--- config.mk ---
export PLATFORM = sky130hd
export DESIGN_NAME = ram64x18
export DESIGN_NICKNAME = d
export VERILOG_FILES = /design/src/rtl/ram64x18.sv
export SDC_FILE = /design/constraint.sdc
export NUM_CORES = 2
export LEC_CHECK = 0
export ABC_AREA = 0
export CAP_MARGIN = 20
export CORE_UTILIZATION = 45
export CTS_CLUSTER_SIZE = 10
export DETAILED_ROUTE_END_ITERATION = 10
export DONT_BUFFER_PORTS = 1
export PLACE_DENSITY = 0.59
export SYNTH_ARGS = -nofsm -noshare
export SYNTH_HDL_FRONTEND = slang
export SYNTH_SLANG_ARGS = --single-unit
export TNS_END_PERCENT = 1
--- constraint.sdc ---
create_clock -name clock -period 6.75 [get_ports clock]
set_input_delay 2.025 -clock clock [delete_from_list [all_inputs] [get_ports clock]]
set_output_delay 2.025 -clock clock [all_outputs]
set_load 0.01 [all_outputs]
--- src/rtl/ram64x18.sv ---
// ----------------------------------------------------------------------------
// ram64x18 -- 64 x 18-bit micro-SRAM model with two read ports and one write
// port, each with a selectable aspect ratio.
//
// Optional feature macro: RAM64X18_INIT_ZERO_EN
//   defined   : reset_n low also clears every row to zero (asynchronously)
//   undefined : reset leaves the array untouched
//
// Ports (names fixed by the surrounding FIFO controller):
//   clock, reset_n          single clock, asynchronous active-low reset
//   a_* / b_*               read ports: addr[9:0], blk[1:0], en, addr_en,
//                           addr_lat (1 = address bypass), dout_en,
//                           dout_lat (1 = output bypass), dout_srst_n,
//                           width[2:0], dout[17:0]
//   c_*                     write port: addr[9:0], din[17:0], wen, blk[1:0],
//                           en, width[2:0]
//   busy                    tied low
//
// Width codes: 000 x1, 001 x2, 010 x4, 011 x9, 100..111 x18.
// Row = addr[9:4]. Narrow modes (x1/x2/x4) work on the 16 data bits
// D = {row[16:9], row[7:0]}; row[17] and row[8] are only reachable in x9/x18.
// ----------------------------------------------------------------------------
module ram64x18 #(
    parameter int DEPTH_ROWS = 64,
    parameter int ROW_BITS   = 18
) (
    input  logic                clock,
    input  logic                reset_n,
    input  logic [9:0]          a_addr,
    input  logic [1:0]          a_blk,
    input  logic                a_en,
    input  logic                a_addr_en,
    input  logic                a_addr_lat,
    input  logic                a_dout_en,
    input  logic                a_dout_lat,
    input  logic                a_dout_srst_n,
    input  logic [2:0]          a_width,
    output logic [ROW_BITS-1:0] a_dout,
    input  logic [9:0]          b_addr,
    input  logic [1:0]          b_blk,
    input  logic                b_en,
    input  logic                b_addr_en,
    input  logic                b_addr_lat,
    input  logic                b_dout_en,
    input  logic                b_dout_lat,
    input  logic                b_dout_srst_n,
    input  logic [2:0]          b_width,
    output logic [ROW_BITS-1:0] b_dout,
    input  logic [9:0]          c_addr,
    input  logic [ROW_BITS-1:0] c_din,
    input  logic                c_wen,
    input  logic [1:0]          c_blk,
    input  logic                c_en,
    input  logic [2:0]          c_width,
    output logic                busy
);

    logic [ROW_BITS-1:0] r_mem [DEPTH_ROWS];

    // Read the field selected by width/sub-address out of a row, right-justified.
    function automatic logic [17:0] f_extract(input logic [17:0] row,
                                              input logic [2:0]  width,
                                              input logic [3:0]  sub);
        logic [15:0] d;
        logic [17:0] res;
        d   = {row[16:9], row[7:0]};
        res = '0;
        case (width)
            3'b000:  res = {17'b0, d[sub]};
            3'b001:  res = {16'b0, d[{sub[3:1], 1'b0} +: 2]};
            3'b010:  res = {14'b0, d[{sub[3:2], 2'b00} +: 4]};
            3'b011:  res = {9'b0, (sub[3] ? row[17:9] : row[8:0])};
            default: res = row;
        endcase
        return res;
    endfunction

    // Return the row with only the addressed field replaced by din.
    function automatic logic [17:0] f_merge(input logic [17:0] row,
                                            input logic [2:0]  width,
                                            input logic [3:0]  sub,
                                            input logic [17:0] din);
        logic [15:0] d;
        logic [17:0] res;
        d   = {row[16:9], row[7:0]};
        res = row;
        case (width)
            3'b000:  d[sub] = din[0];
            3'b001:  d[{sub[3:1], 1'b0} +: 2] = din[1:0];
            3'b010:  d[{sub[3:2], 2'b00} +: 4] = din[3:0];
            3'b011:  if (sub[3]) res[17:9] = din[8:0];
                     else        res[8:0]  = din[8:0];
            default: res = din;
        endcase
        // Narrow modes edited the packed data view; scatter it back.
        if (width < 3'b011) begin
            res[16:9] = d[15:8];
            res[7:0]  = d[7:0];
        end
        return res;
    endfunction

    // ------------------------------------------------------------------ write
    logic                w_we;
    logic [ROW_BITS-1:0] w_wr_row;

    assign w_we     = c_en && c_wen && (c_blk == 2'b11);
    assign w_wr_row = f_merge(r_mem[c_addr[9:4]], c_width, c_addr[3:0], c_din);

`ifdef RAM64X18_INIT_ZERO_EN
    always_ff @(posedge clock or negedge reset_n) begin
        if (!reset_n) begin
            for (int i = 0; i < DEPTH_ROWS; i++) begin
                r_mem[i] <= '0;
            end
        end else if (w_we) begin
            r_mem[c_addr[9:4]] <= w_wr_row;
        end
    end
`else
    // Reset held at the edge suppresses the write (a write in flight when
    // reset arrives is dropped), but the array itself is never cleared.
    always_ff @(posedge clock) begin
        if (w_we && reset_n) begin
            r_mem[c_addr[9:4]] <= w_wr_row;
        end
    end
`endif

    // ------------------------------------------------------------ read ports
    logic [9:0]          w_p_addr      [2];
    logic [1:0]          w_p_blk       [2];
    logic                w_p_en        [2];
    logic                w_p_addr_en   [2];
    logic                w_p_addr_lat  [2];
    logic                w_p_dout_en   [2];
    logic                w_p_dout_lat  [2];
    logic                w_p_dout_srst [2];
    logic [2:0]          w_p_width     [2];
    logic [ROW_BITS-1:0] w_p_dout      [2];

    assign w_p_addr[0]      = a_addr;        assign w_p_addr[1]      = b_addr;
    assign w_p_blk[0]       = a_blk;         assign w_p_blk[1]       = b_blk;
    assign w_p_en[0]        = a_en;          assign w_p_en[1]        = b_en;
    assign w_p_addr_en[0]   = a_addr_en;     assign w_p_addr_en[1]   = b_addr_en;
    assign w_p_addr_lat[0]  = a_addr_lat;    assign w_p_addr_lat[1]  = b_addr_lat;
    assign w_p_dout_en[0]   = a_dout_en;     assign w_p_dout_en[1]   = b_dout_en;
    assign w_p_dout_lat[0]  = a_dout_lat;    assign w_p_dout_lat[1]  = b_dout_lat;
    assign w_p_dout_srst[0] = a_dout_srst_n; assign w_p_dout_srst[1] = b_dout_srst_n;
    assign w_p_width[0]     = a_width;       assign w_p_width[1]     = b_width;

    assign a_dout = w_p_dout[0];
    assign b_dout = w_p_dout[1];

    for (genvar gi = 0; gi < 2; gi++) begin : g_rd
        logic [9:0]          r_addr;
        logic [ROW_BITS-1:0] r_dout;
        logic [9:0]          w_eff_addr;
        logic [ROW_BITS-1:0] w_rd;

        always_ff @(posedge clock or negedge reset_n) begin
            if (!reset_n) begin
                r_addr <= '0;
            end else if (w_p_addr_en[gi]) begin
                r_addr <= w_p_addr[gi];
            end
        end

        assign w_eff_addr = w_p_addr_lat[gi] ? w_p_addr[gi] : r_addr;
        assign w_rd = (w_p_en[gi] && (w_p_blk[gi] == 2'b11))
                    ? f_extract(r_mem[w_eff_addr[9:4]], w_p_width[gi], w_eff_addr[3:0])
                    : '0;

        // Synchronous clear wins over load.
        always_ff @(posedge clock or negedge reset_n) begin
            if (!reset_n) begin
                r_dout <= '0;
            end else if (!w_p_dout_srst[gi]) begin
                r_dout <= '0;
            end else if (w_p_dout_en[gi]) begin
                r_dout <= w_rd;
            end
        end

        // The bypass path is combinational from the array, so gate it with
        // reset to keep dout at zero for the whole reset interval.
        assign w_p_dout[gi] = !reset_n ? '0 : (w_p_dout_lat[gi] ? w_rd : r_dout);
    end

    assign busy = 1'b0;

endmodule

==> summary.md <==
| Metric | Value |
|---|---|
| PwrDens | 252.4 mW/mm^2 |
| Synth Warn # | 0 |
| Post-synth EDFFs | 1152 |
| Clk buf depth | 3 |
| GRT overflow | 0 |
| VDD IR max | 0.2791 mV |
| Final WL | 343.7 mm |
| Slew margin rel. | 20.45% |
| Yosys reg bits | 1208 |
| CTS Buf Count | 147 |
| DP Area | 0.07575 sq mm |
| Fin nets | 6882 |
| Total Routing Usage GR | 44.32% |
| Die Span X | 387.9 microns |
| Worst-Margin Slew | 1.193 ns |
| Post-Synth XOR/XNOR Area | 0% |
| Critical Path End Type | output port |
| Pre-CTS setup slack | -1.247 ns |
| H-tree depth | 4 |
| Final Max Slew Viols | 0 |
| Skew final | 0.03070 ns |
| Largest net degree at the start of global routing | 67 |
| Crit path kind | in2out |
| Status | finished with violations |
| Fmax | 132.9 MHz |
| Synth Area in Simple Gates | 15.81% |
| Clock sinks | 1208 |
| Num rows | 141 |
| Vias in the first global route | 60410 |
| Mux contribution to synthesized area | 9.410% |
| Worst Min Path Start | g_rd[1].r_dout[17] |
| Chip Height | 387.9 microns |
| Final Setup Violations | 30 |
| RSZ-0062 raised after global routing | true |
| Main combinational cell family by area after synthesis | compound AO/OA/AOI/OAI gates |
| Part of the cycle the worst path needs | 111.5% |
| Adder-Cell Fraction of Synth Area | 0.2240% |
| Main synth FF type | edfxtp_1 |
| Failing checks | negative setup slack |
| Post-synth ARST share | 4.636% |
| Antenna violations before repair | 14 |
| Crit. Startpoint | a_addr_lat |
| Synth top area share | 51.61% |
| Post-Synthesis Cells | 6312 |
| Design Area, Final | 0.08157 sq mm |
| Synthesized Nets | 6403 |
| CTS tree | yes |
| Core area | 0.1478 sq mm |
| Pleak | 28.51 nW |
| Max cap viols | 0 |
| Area growth, synth to finish | 21.70% |
| Commonest non-fill, non-tap cell in the layout | edfxtp_1 |
| Distinct cells, synth | 86 |
| Reg2reg start | g_rd[0].r_addr[6] |
| Worst EP arrival | 5.50 ns |
| Synth top area cells | edfxtp_1 (52%), o22ai_1 (7.3%), nand2_1 (6.4%), mux4_2 (4.5%), mux2i_1 (4.2%) |
| CP Launch Type | primary input |
| Tmin final | 7.527 ns |
| Final hold vios | 0 |
| Worst-path fanout max | 43 |
| Drt drc | 0 |
| Worst Path Required | 4.72 ns |
| Most frequent cells in the layout | edfxtp_1 (1152), nand2_1 (1125), o22ai_1 (777), buf_4 (693), nand3_1 (345) |
| GPL Wtd Cong | 1.045 |
| DR pass1 iterations | 11 |
| DIE AREA | 0.1505 sq mm |
| Clock root buffer | clkbuf_16 |
| Syn avg cell area | 10.62 sq um |
| Top cell type by total area after synthesis | edfxtp_1 |
| Routed Antenna Nets | 0 |
| 1st-iter DRT viols | 12580 |
| Initial Util | 45.34% |
| Clock Latency Late Sink | 0.81 ns |
| Clock transition at path regs | 0.05 ns |
| First-pass GRT wire length | 471.7 mm |
| Io pins | 116 |
| Synth Cell Area | 0.06703 sq mm |
| Post-synthesis sequential area ratio | 53.70% |
| Via count | 66000 |
| Final worst slack | -0.7771 ns |
| WHS | 0.4768 ns |
| # port buffers | 0 |
| HPWL after DPL | 228.7 mm |
| Layout cell share with drive strength beyond 1 | 21.74% |
| Synth Area in Compound Gates | 17.05% |
| Wire length per cell | 38.95 microns |
| Final total power | 20.59 mW |
| Hold WC Path Type | reg2reg |
| Vias per cell | 7.480 |
synthesized netlist by cell type, drive strengths merged (19+ instances only):
cell type,n
and3,59
a32oi,57
nand3,348
o22ai,785
clkbuf,264
nor2b,19
mux2i,281
buf,283
a22oi,100
a221oi,37
a31oi,98
mux4,133
nor2,376
inv,26
o21ai,154
o211ai,33
or4,19
a221o,30
nor4,152
a211oi,25
nor3,89
o2111ai,20
a21oi,143
a311oi,41
dfrtp,56
nand2,1140
mux2,43
edfxtp,1152
nand4,75
a22o,39
metrics by stage:
stage | setup TNS (ns) | util [%] | cells
floorplan | -393.90 | - | 6312
global placement | -19.60 | 51.23 | 8521
detailed placement | -19.15 | 51.24 | 8522
CTS | -7.994 | 54.77 | 8776
global route | -11.06 | 55.14 | 8801
finish | -11.24 | 55.18 | 8824
cells by family (layout without fill, tap and decap cells):
| logic type | count (synthesis) | in the layout |
|---|---|---|
| other | 1 | 24 |
| flip-flops | 1208 | 1208 |
| adder cells (fa/ha/maj) | 12 | 12 |
| AO/OA/AOI/OAI | 1701 | 1701 |
| buffers and inverters | 576 | 1135 |
| multiplexers | 457 | 457 |
| AND/OR/NAND/NOR | 2357 | 2357 |
layout make-up:
class	count	area (sq um)
Clock buffer	198	4026
Antenna cell	23	57.56
Inverter	29	108.9
Fill cell	12530	66260
Multi-Input combinational cell	4528	30050
Sequential cell	1208	36000
Timing Repair Buffer	877	8635
Tap cell	1930	2415
Clock inverter	31	284.0
power by group:
group | internal [mW] | total [mW] | switching (mW)
clock | 4.25 | 7.46 | 3.21
sequential | 8.39 | 8.42 | 0.0299
combinational | 1.75 | 4.71 | 2.96
routing by layer:
| layer | up-vias | track usage [%] | share of wire (%) |
|---|---|---|---|
| li1 | 25970 | - | - |
| met1 | 31940 | 56.13 | 35 |
| met2 | 6544 | 61.98 | 40 |
| met3 | 1528 | 15.83 | 16 |
| met4 | 22 | 33.17 | 9.4 |
| met5 | - | 0.1914 | 0.088 |
flip-flops by register name, indices dropped and copies added (netlist names):
name	cells
g_rd.r_dout	36
g_rd.r_addr	20
r_mem	1152
path summary, 6_finish.rpt:
check / slack, ns / end / cells after the start
worst max-delay path: -0.78 / a_dout[1] / 11
worst min-delay path: 0.48 / g_rd[1].r_dout[17] / 2
worst max register to register: 2.53 / g_rd[0].r_dout[1] / 15
worst min register to register: 0.48 / g_rd[1].r_dout[17] / 2
max in group asynchronous: 5.67 / g_rd[1].r_dout[1] / 0
min in group asynchronous: 0.92 / g_rd[0].r_addr[4] / 0
worst max-delay path: stages:
cell,delay (ns)
mux2_8,0.38
buf_8,0.17
buf_12,0.15
mux4_2,0.52
a221o_2,0.50
nor4_4,0.67
buf_4,0.26
mux2i_1,0.08
a22oi_2,0.18
a31oi_2,0.13
o31a_1,0.37
repair_timing:
item	4_1_cts	5_1_grt
gates resized for setup	128	73
endpoints found under the setup margin	34	34
hold buffers	0	0
cloned	4	1
pin swaps	37	25
setup buffers	21	21
(Power assumes the default switching activity.)
